## src/rtl/program_loader.sv

```systemverilog
// Boot loader: parses a sync/count/words/checksum byte frame into instruction memory, holds the CPU in reset until verified.
// One write cycle per word (rx_ready drops for it); rx_ready is the only combinational output.
module program_loader #(
  parameter int ADDR_W = 8,
  parameter int WORD_W = 16
) (
  input  logic              clk,
  input  logic              reset,
  input  logic              rx_valid,
  input  logic [7:0]        rx_data,
  output logic              rx_ready,
  output logic              imem_we,
  output logic [ADDR_W-1:0] imem_addr,
  output logic [WORD_W-1:0] imem_wdata,
  output logic              cpu_reset,
  output logic              done,
  output logic              error
);

  localparam logic [7:0] SYNC = 8'hA5;

  typedef enum logic [2:0] {
    S_IDLE,
    S_LEN,
    S_HI,
    S_LO,
    S_WRITE,
    S_CHK,
    S_DONE,
    S_ERR
  } state_t;

  state_t     state;
  logic [7:0] chk;
  logic [7:0] remaining;
  logic [7:0] hi;
  logic       xfer;

  always_comb begin
    rx_ready = (state != S_WRITE) && (state != S_DONE);
  end

  assign xfer = rx_valid && rx_ready;

  always_ff @(posedge clk or negedge reset) begin
    if (!reset) begin
      state      <= S_IDLE;
      imem_we    <= 1'b0;
      imem_addr  <= '0;
      imem_wdata <= '0;
      cpu_reset  <= 1'b1;
      done       <= 1'b0;
      error      <= 1'b0;
      chk        <= 8'h00;
      remaining  <= 8'h00;
      hi         <= 8'h00;
    end else begin
      imem_we <= 1'b0;
      case (state)
        S_IDLE: begin
          if (xfer && rx_data == SYNC) state <= S_LEN;
        end
        S_LEN: begin
          if (xfer) begin
            if (rx_data == 8'h00) begin
              error <= 1'b1;
              state <= S_ERR;
            end else begin
              remaining <= rx_data;
              chk       <= rx_data;
              imem_addr <= '0;
              state     <= S_HI;
            end
          end
        end
        S_HI: begin
          if (xfer) begin
            hi    <= rx_data;
            chk   <= chk ^ rx_data;
            state <= S_LO;
          end
        end
        S_LO: begin
          // The write is issued straight from the low-byte edge so the word lands one cycle later.
          if (xfer) begin
            imem_wdata <= {hi, rx_data};
            imem_we    <= 1'b1;
            chk        <= chk ^ rx_data;
            state      <= S_WRITE;
          end
        end
        S_WRITE: begin
          remaining <= remaining - 8'd1;
          if (remaining == 8'd1) begin
            state <= S_CHK;
          end else begin
            imem_addr <= imem_addr + ADDR_W'(1);
            state     <= S_HI;
          end
        end
        S_CHK: begin
          if (xfer) begin
            if (rx_data == chk) begin
              done      <= 1'b1;
              cpu_reset <= 1'b0;
              state     <= S_DONE;
            end else begin
              error <= 1'b1;
              state <= S_ERR;
            end
          end
        end
        S_DONE: begin
          state <= S_DONE;
        end
        S_ERR: begin
          // A fresh sync byte restarts a frame; cpu_reset stays asserted throughout.
          if (xfer && rx_data == SYNC) begin
            error <= 1'b0;
            state <= S_LEN;
          end
        end
        default: state <= S_IDLE;
      endcase
    end
  end

endmodule

```

## config.mk

```make
export PLATFORM = sky130hd
export DESIGN_NAME = program_loader
export DESIGN_NICKNAME = d
export VERILOG_FILES = /design/src/rtl/program_loader.sv
export SDC_FILE = /design/constraint.sdc
export NUM_CORES = 1
export LEC_CHECK = 0
export CELL_PAD_IN_SITES_DETAIL_PLACEMENT = 2
export CELL_PAD_IN_SITES_GLOBAL_PLACEMENT = 2
export CORE_MARGIN = 10
export CORE_UTILIZATION = 43
export DETAILED_ROUTE_END_ITERATION = 6
export DONT_BUFFER_PORTS = 1
export PLACE_DENSITY = 0.8
export SYNTH_ARGS = -nofsm -noshare
export SYNTH_HDL_FRONTEND = slang
export SYNTH_SLANG_ARGS = --single-unit
```

## constraint.sdc

```tcl
create_clock -name clk -period 4.6 [get_ports clk]
set_input_delay 0 -clock clk [delete_from_list [all_inputs] [get_ports clk]]
set_output_delay 0 -clock clk [all_outputs]
set_load 0.01 [all_outputs]
```

After elaboration in Yosys (flattened, before gate mapping)
Cells that the tools add are included.
{"block": "totals", "reg_bits": 55, "input_bits": 11, "output_inout_bits": 29, "word_cells": 80}
{"block": "op_classes", "add_sub_neg": 2, "n_eq_ne": 23, "n_mux": 26, "n_bitwise": 1, "n_reduce_logical": 18}
{"operator": "$mux 8", "n": 6}
{"operator": "$pmux 8 s2", "n": 3}
{"operator": "$mux 3", "n": 7}
{"operator": "$pmux 3 s7", "n": 1}
{"operator": "$ne 2x2->1 const B", "n": 9}
{"operator": "$eq 3x3->1 const B", "n": 4}
{"operator": "$add 8x1->8 const B", "n": 1}
{"operator": "$eq 8x1->1 const B", "n": 1}
{"operator": "$eq 8x8->1", "n": 1}
{"operator": "$eq 8x8->1 const B", "n": 1}
{"operator": "$logic_not 8->1", "n": 1}
{"operator": "$mux 1", "n": 8}
{"operator": "$reduce_and 4->1", "n": 2}
{"operator": "$sub 8x1->8 const B", "n": 1}
{"operator": "$xor 8x8->8", "n": 1}
{"operator": "$eq 3x2->1 const B", "n": 2}
{"operator": "$ne 3x3->1 const B", "n": 2}
{"operator": "$reduce_and 3->1", "n": 2}
{"operator": "$reduce_and 6->1", "n": 1}
{"operator": "$reduce_and 5->1", "n": 1}
{"operator": "$ne 2x1->1 const B", "n": 2}
{"operator": "$reduce_and 2->1", "n": 2}
{"operator": "$reduce_bool 2->1", "n": 2}
{"operator": "$reduce_or 2->1", "n": 2}
{"operator": "5 further kinds", "n": 7}

Depth between registers and ports, before layout
Gate-level depths: netlist (run 1).
{"block": "logic_depth", "depth_word": 6, "mapped_depth": 8, "depth_no_buf": 7}

Least setup slack after synthesis (run 1)
OpenSTA, ideal clock, no wires.
{"block": "synth_path", "path_type": "flip-flop to flip-flop", "from": "register remaining[1]", "to": "register state[1]", "setup_time_ps": 127, "arrival_time_ps": 1678, "required_ps": 4473, "slack_ps": 2795, "path_stages_with_launch": 8, "n_path_buf": 0, "period_less_slack_ps": 1805, "cell_sequence": "dfrtp_1 -> inv_1 -> ha_1 -> or3b_2 -> or2_2 -> a21o_1 -> a21oi_2 -> a31oi_1"}
{"block": "synth_via", "elab_chain_len": 3}
{"element": "from (decl)", "line": "35", "source": "logic [7:0] remaining;"}
{"element": "from (signal assigned)", "line": "69", "source": "remaining <= rx_data;"}
{"element": "from (signal assigned)", "line": "93", "source": "remaining <= remaining - 8'd1;"}
{"element": "$eq 8x1->1", "line": "94", "source": "if (remaining == 8'd1) begin"}
{"element": "$mux 3", "line": "94"}
{"element": "$pmux 3 s7", "line": "59", "source": "case (state)"}
{"element": "to (signal assigned)", "line": "61", "source": "if (xfer && rx_data == SYNC) state <= S_LEN;"}
{"element": "to (signal assigned)", "line": "95", "source": "state <= S_CHK;"}
{"element": "to (signal assigned)", "line": "98", "source": "state <= S_HI;"}
{"element": "to (decl)", "line": "33", "source": "state_t state;"}
Every way passes these cells.
A chain may end at the register's enable or synchronous reset.

Final worst setup path (run 1)
{"block": "layout_path", "from": "register state[1]", "to": "register imem_wdata[6]"}
{"block": "layout_via", "elab_chain_len": 4, "elab_cells_between_ends": 6, "classes_between": "eq/ne (3); reduce/logical (3)"}
{"element": "from (signal assigned)", "line": "47", "source": "state <= S_IDLE;"}
{"element": "from (signal assigned)", "line": "61"}
{"element": "from (signal assigned)", "line": "67", "source": "state <= S_ERR;"}
{"element": "$ne 3x3->1", "line": "40", "source": "rx_ready = (state != S_WRITE) && (state != S_DONE);"}
{"element": "$logic_and 1x1->1", "line": "40"}
{"element": "$logic_and 1x1->1", "line": "43", "source": "assign xfer = rx_valid && rx_ready;"}
{"element": "$reduce_and 2->1 (no line) (*)"}
{"element": "to (signal assigned)", "line": "86", "source": "imem_wdata <= {hi, rx_data};"}
{"element": "to (decl)", "line": "14", "source": "output logic [WORD_W-1:0] imem_wdata,"}
Mark *: on every way between the ends. The rest lies on a longest branch, timed or not.

==> results by group, run 1 <==
GRT
  • Final global-route overflow total: 0
  • GRT Total Usage: between 10% and 20%
  • Global-route wire length before repair: about 13,000 µm
  • Grt met2 use: between 20 and 30%
  • Vias in the first global route: about 2,300
  • Most used routing layer: met2
  • Routing usage on met1: a little under 20%
  • Pin count of the biggest net entering global routing: 56
  • M3 GR Usage: about 5.6%
  • Antenna violations before repair: 0

Routing
  • Iteration count of the initial detailed-routing pass: 4
  • Antenna-violating nets left: 0
  • Iter 0 DRT Violations: 110
  • Post-DR wirelength/cell: ~22 µm
  • Residual DRC: 0
  • Via count: 2,122
  • Final WL: a little under 8000 µm
  • DR vias/cell: roughly 6

Power
  • VDD IR max: roughly 0.28 mV
  • Combinational share of power: between 30% and 40%
  • Clock power frac: between 10% and 20%
  • PwrDens: between 600 and 700 mW/mm²
  • Net Sw Frac: 40.64%
  • Pleak: 0.001264 µW
  • Sequential cell fraction of total power: between 50% and 60%
  • Int Power: ~1100 µW
  • P_sw: between 700 and 800 µW

Yosys
  • Mean post-synth cell area: 10.17 µm²
  • Primary FF master, synth: dfrtp_1
  • Seq/Total Area, Yosys: approximately half
  • YS warnings: 0
  • Synth unique cells: 49
  • Yosys reg bits: 55
  • Synthesized cell area: roughly 0.0028 mm²
  • Synth Net Count: 290
  • Asr flop ratio synth: between 90% and 100%
  • Post-synth EDFFs: 0
  • Mapped Cells: roughly 280

Floorplanning
  • Die ar.: a little over 0.01 mm²
  • Starting Density: 44.22%
  • Die X: around 100 µm
  • Row cnt: 29
  • Core Box Area: 0.006350 mm²
  • Die height: between 100 and 150 µm
  • Boundary Pins: 40

CTS
  • Max Root-Sink Buffers: 2
  • Worst-Skew Late Latency: 0.33 ns
  • # resized after CTS: 0
  • CTS buffer count: 5
  • Clock Pin Slew Worst Setup and Hold Paths: approximately 0.10 ns
  • Root buffer cell: clkbuf_8
  • TritonCTS clock tree: built
  • Sink Count: between 50 and 60
  • # H-tree levels: 2

Flow run
  • Max Cap Violations: 0

STA
  • Worst-margin pin slew: between 1 and 1.5 ns
  • Final slew viol count: 0
  • Final worst path period need: roughly 2.8 ns
  • Period Utilization, post-route: 60.60%
  • Rel. slew slack: 31.95%
  • Final setup vio count: 0
  • RSZ-0062 raised after global routing: no
  • Final TNS setup: 0 ns
  • Clock Skew: around 0.0096 ns
  • Final hold violations: 0
  • Fmax: 358.7 MHz

Final layout
  • Share of post-route cells with drive strength above 1: roughly 17%
  • FILL cells: about 660
  • Area grow syn2layout: 8.155%
  • Cell Count, Final, Fillers Out: 355
  • Nets@finish: around 290
  • Diodes inserted: 0

Setup path
  • Critical-path cell list: nor2b_1 -> nand2_1 -> mux2_2
  • Worst setup SP type: flip-flop
  • Critical Path End Type: flip-flop
  • CP required: between 4 and 5 ns
  • WS Path Type: reg2reg
  • Critical Path Fanout Max: 17
  • Slowest stage delay, CP: 0.86 ns
  • Slowest library cell on the worst path: nor2b_1
  • CP startpoint: state[1]
  • Crit path DAT: roughly 3.0 ns
  • Reg2reg start: state[1]

Placement
  • PortBufs: 0
  • Detail Placement HPWL: 4956 µm
  • GP Congestion: a little under 0.8
  • Dpl cells: 335

Worst hold path
  • Hold path startpoint: rx_valid
  • Hold Path Class: in2reg

Run status
  • Status: complete, no violations
-- repair_timing --
action	in CTS	in global routing
setup buffers	0	0
hold endpoints to repair	90	0
hold buffers	12	0
-- state kept, by name (all words and copies together) (netlist names), 3 cells and up --
register	count
remaining	8
imem_addr	8
hi	8
state	3
chk	8
imem_wdata	16
-- cell usage in the layout (no fill, tap or decap), drive strengths merged, types with 2 or more instances in the layout --
cell	synthesis	final
dfrtp	54	54
a21oi	29	29
mux2	24	24
o21ai	22	22
nand2	20	20
nor2	17	17
nand3	11	11
dlygate4sd3	0	11
inv	8	9
mux2i	7	7
clkbuf	4	6
nor3	5	5
a31oi	5	5
xor2	5	5
nand2b	4	4
a211oi	4	4
or2	4	4
nor4	4	4
nor2b	3	3
ha	3	3
or4	3	3
buf	16	3
or3b	2	2
and3	2	2
o31ai	2	2
a41oi	2	2
and2	2	2
nand4	2	2
-- power groups by stage --
| stage | Combinational [µW] | Sequential, µW | Clock [µW] |
|---|---|---|---|
| 2_1_floorplan | 535 | 867 | 0 |
| 3_3_place_gp | 543 | 955 | 0 |
| 3_5_place_dp | 579 | 968 | 0 |
| 4_1_cts | 616 | 960 | 317 |
| 5_1_grt | 693 | 1000 | 336 |
| 6_report | 611 | 956 | 307 |
-- worst max-delay path, delay by kind of cell (launching register included) --
kind             cells  cell delay [ns]
DFF                  1             0.58
muxes                1             0.49
and+or+nand+nor      2             1.60
-- cells in the mapped netlist, types with 2 or more instances --
cell type  count  area [µm²]
or4_4          2       22.52
dfrtp_1       54        1351
clkbuf_1       3       11.26
nor3_1         5       25.02
o31ai_1        2       15.01
nor2b_1        3       18.77
o21ai_0       20       100.1
or2_2          4       25.02
nand2b_1       4       25.02
inv_1          8       30.03
a31oi_1        5       31.28
nor2_1        16       60.06
ha_1           3       37.54
buf_6          3       33.78
a211oi_1       4       30.03
nor4_1         4       25.02
a41oi_1        2       17.52
and3_1         2       12.51
or3b_2         2       17.52
nand2_1       20       75.07
a21oi_1       28       140.1
mux2_2        24       270.3
mux2i_1        7       70.07
nand3_1       11       55.05
buf_4          3       22.52
buf_2         10       50.05
xor2_1         5       43.79
-- path summary, 6_finish.rpt --
kind | to | slack [ns] | cells after the start
setup / recovery | imem_wdata[6] | 1.81 | 3
hold / removal | state[0] | 0.04 | 3
setup reg to reg | imem_wdata[6] | 1.81 | 3
hold reg to reg | remaining[7] | 0.49 | 1
max in group asynchronous | cpu_reset | 4.12 | 2
min in group asynchronous | imem_addr[2] | 0.19 | 2
-- logic make-up after synthesis --
logic type | after synthesis | synth area share, %
compound gates | 71 | 14.93
xor+xnor | 6 | 1.872
fa+ha+maj | 3 | 1.337
buf+inv | 28 | 5.436
flops | 55 | 49.06
mux | 31 | 12.12
simple gates | 82 | 15.24
-- final cells by class --
| type | instances | area, µm² | share of cell area, % |
|---|---|---|---|
| clock buffers | 6 | 82.58 | 2.719 |
| clock inverters | 2 | 20.02 | 0.6593 |
| inverters | 8 | 30.03 | 0.9889 |
| multi-input cells | 193 | 1277 | 42.07 |
| flip-flops and latches | 55 | 1378 | 45.36 |
| well taps | 77 | 96.34 | 3.173 |
| repair buffers | 14 | 152.6 | 5.027 |
-- stage by stage --
stage	total power, µW	utilization, %	hold slack, ns	cell area [µm²]	setup slack, ns
floorplan	1402	-	-0.2956	2808	2.795
global placement	1497	44.04	-0.2932	2796	1.914
detailed placement	1547	44.04	-0.2933	2796	1.834
CTS	1893	47.82	0.04372	3037	1.818
global route	2029	47.82	0.07161	3037	1.586
finish	1874	47.82	0.03998	3037	1.812
-- per-layer routing --
| metal | part of all wire [%] | wire, µm | vias to the layer above |
|---|---|---|---|
| met2 | 48 | 3773 | 42 |
| met5 | 0 | 0 | - |
| met3 | 7.0 | 551 | 10 |
| met1 | 43 | 3412 | 1092 |
| li1 | - | - | 978 |
| met4 | 1.4 | 107 | 0 |
No activity file was read; power rests on OpenSTA's default activity.
==> run 2, diff against run 1 <==
ABC_AREA = 1   (was unset)
CORE_UTILIZATION = 33   (was 43)
PLACE_DENSITY = 0.73   (was 0.8)
clock period = 2.5 ns   (was 4.6 ns; I/O delays follow)
==> results by group, run 2 <==
Run status
  • Status: complete, no violations

GRT
  • Pin count of the biggest net entering global routing: between 50 and 60
  • Global-route wire length before repair: 14,500 µm
  • Antenna violations before repair: 0
  • Vias in the first global route: approximately 2,900
  • GRT Total Usage: about an eighth
  • Final global-route overflow total: 0

Yosys
  • Synthesized cell area: a little over 0.003 mm²
  • Top cells by area, synth: dfrtp_1 45%, nand2_1 20%, o21ai_0 5.8%
  • Top cell type's share of synthesized area: between 40% and 50%
  • Mean post-synth cell area: 7.394 µm²
  • Count leader, synth: nand2_1
  • Yosys reg bits: 55
  • Seq/Total Area, Yosys: 45.67%
  • Synth unique cells: 28
  • Asr flop ratio synth: 100.0%
  • Post-synth EDFFs: 0
  • Area leader, netlist: dfrtp_1
  • Primary FF master, synth: dfrtp_1
  • Synth Net Count: 422
  • Most frequent cells after synthesis: 159 x nand2_1, 54 x dfrtp_1, 40 x nor2_1
  • YS warnings: 0
  • Mapped Cells: around 410

STA
  • Final slew viol count: 0
  • RSZ-0062 raised after global routing: no
  • Final setup vio count: 0
  • Final worst path period need: around 1.9 ns
  • Worst-margin pin slew: approximately 0.74 ns
  • Rel. slew slack: about 51%
  • Fmax: just over 500 MHz
  • Clock Skew: 0.004816 ns
  • Period Utilization, post-route: between 70% and 80%
  • Final hold violations: 0
  • Final TNS setup: 0 ns

CTS
  • Root buffer cell: clkbuf_8
  • TritonCTS clock tree: built
  • # resized after CTS: 0
  • Sink Count: 55
  • # H-tree levels: 2
  • Worst-Skew Late Latency: slightly above 0.3 ns
  • Max Root-Sink Buffers: 2
  • Clock Pin Slew Worst Setup and Hold Paths: between 0.1 and 0.15 ns
  • CTS buffer count: 5

Routing
  • Via count: 2,604
  • Post-DR wirelength/cell: 16.21 µm
  • Final WL: 8524 µm
  • DR vias/cell: just under 5
  • Residual DRC: 0
  • Antenna-violating nets left: 0
  • Iteration count of the initial detailed-routing pass: 4
  • Iter 0 DRT Violations: 56

Final layout
  • FILL cells: 1,045
  • Largest Register: imem_wdata
  • Nets@finish: ~430
  • Max reg flops: 16
  • Commonest non-fill, non-tap cell in the layout: nand2_1
  • Area of the multi-input gates: 0.001409 mm²
  • Cell Count, Final, Fillers Out: 526
  • Share of post-route cells with drive strength above 1: 8.852%
  • Most frequent cells in the layout: 159 x nand2_1, 54 x dfrtp_1, 40 x nor2_1
  • Area grow syn2layout: 9.747%
  • Register area: ~0.0014 mm²
  • Diodes inserted: 0

Setup path
  • Worst setup SP type: flip-flop
  • Critical Path Fanout Max: 16
  • WS Path Type: reg2reg
  • Crit path DAT: ~2.2 ns
  • Critical Path End Type: flip-flop
  • CP required: ~2.7 ns

Floorplanning
  • Die X: roughly 120 µm
  • Core Box Area: 0.008806 mm²
  • Die ar.: approximately 0.013 mm²
  • Row cnt: 34
  • Starting Density: between 30% and 40%
  • Die height: around 120 µm
  • Boundary Pins: 40

Placement
  • PortBufs: 0
  • GP Congestion: roughly 0.80
  • Dpl cells: 507
  • Detail Placement HPWL: 6390 µm

Power
  • PwrDens: between 1000 and 1500 mW/mm²
  • VDD IR max: 0.3605 mV
  • Pleak: approximately 0.0016 µW

Worst hold path
  • Hold Path Class: in2reg

Flow run
  • Max Cap Violations: 0
run 2: cell types whose count changed after synthesis, moves of 11 or more:
cell and delta:
a21oi_1 -22, inv_1 +28, mux2_2 -24, nand2_1 +139
nor2_1 +24, o21ai_0 +15, o21ai_1 +11
run 2: worst paths after layout:
path,start,endpoint,slack [ns],cells past startpoint
hold / removal,rx_data[6],imem_wdata[6],0.009,2
setup / recovery,state[0],remaining[6],0.56,8
hold reg to reg,hi[6],imem_wdata[14],0.49,2
max in group asynchronous,reset,cpu_reset,2.02,2
setup reg to reg,state[0],remaining[6],0.56,8
min in group asynchronous,reset,imem_wdata[15],0.21,2
run 2: area by class of cell:
class                           count  area share (%)
Clock buffer                        5           2.079
Clock inverter                      3          0.9448
Inverter                           41           4.649
Multi-Input combinational cell    302           42.55
Sequential cell                    55           41.61
Tap cell                          108           4.082
Timing Repair Buffer               12           4.082
run 2: critical path, stage by stage (launching register included):
cell and delay [ns]:
dfrtp_1 0.46, nor2_1 0.24, nand2_2 0.25, inv_2 0.27, nor2_2 0.09, nor2_4 0.26
inv_1 0.14, nand2_1 0.08, nand2_1 0.05
run 2: repair_timing:
item | 4_1_cts | 5_1_grt
hold buffers | 11 | 0
buffers inserted | 0 | 0
hold endpoints to repair | 83 | 0
run 2: metrics by stage:
| step | power [µW] | utilization, % | area (µm²) | setup slack, ns | hold WS (ns) |
|---|---|---|---|---|---|
| 2_1_floorplan | 2768 | - | 3017 | 1.150 | -0.2956 |
| 3_3_place_gp | 3055 | 35.01 | 3083 | 0.6646 | -0.2934 |
| 3_5_place_dp | 3136 | 35.01 | 3083 | 0.5417 | -0.2932 |
| 4_1_cts | 3751 | 37.60 | 3311 | 0.5346 | 0.001427 |
| 5_1_grt | 4088 | 37.60 | 3311 | 0.2983 | 0.005894 |
| 6_report | 3671 | 37.60 | 3311 | 0.5607 | 0.009493 |
run 2: routing by layer:
metal / share of wire [%] / GRT usage [%] / routed length, µm
met5: 0 / 0 / 0
met3: 4.6 / 2.687 / 389
met2: 48 / 22.65 / 4122
met1: 46 / 17.12 / 3917
met4: 1.1 / 3.003 / 94
run 2: kinds of logic (layout without fill, tap and decap cells):
family | count (synthesis) | in the layout | share of synthesized area (%)
flops | 55 | 55 | 45.67
compound gates | 61 | 61 | 11.24
xor+xnor | 8 | 8 | 2.323
buf+inv | 51 | 61 | 7.632
fa+ha+maj | 3 | 3 | 1.244
simple gates | 230 | 230 | 31.90
run 2: power by group:
part	switching, µW	total (µW)	internal (µW)	leakage (µW)
clock network	338	552	214	0.0000522
logic	1020	1530	507	0.000883
registers	355	1590	1230	0.000701
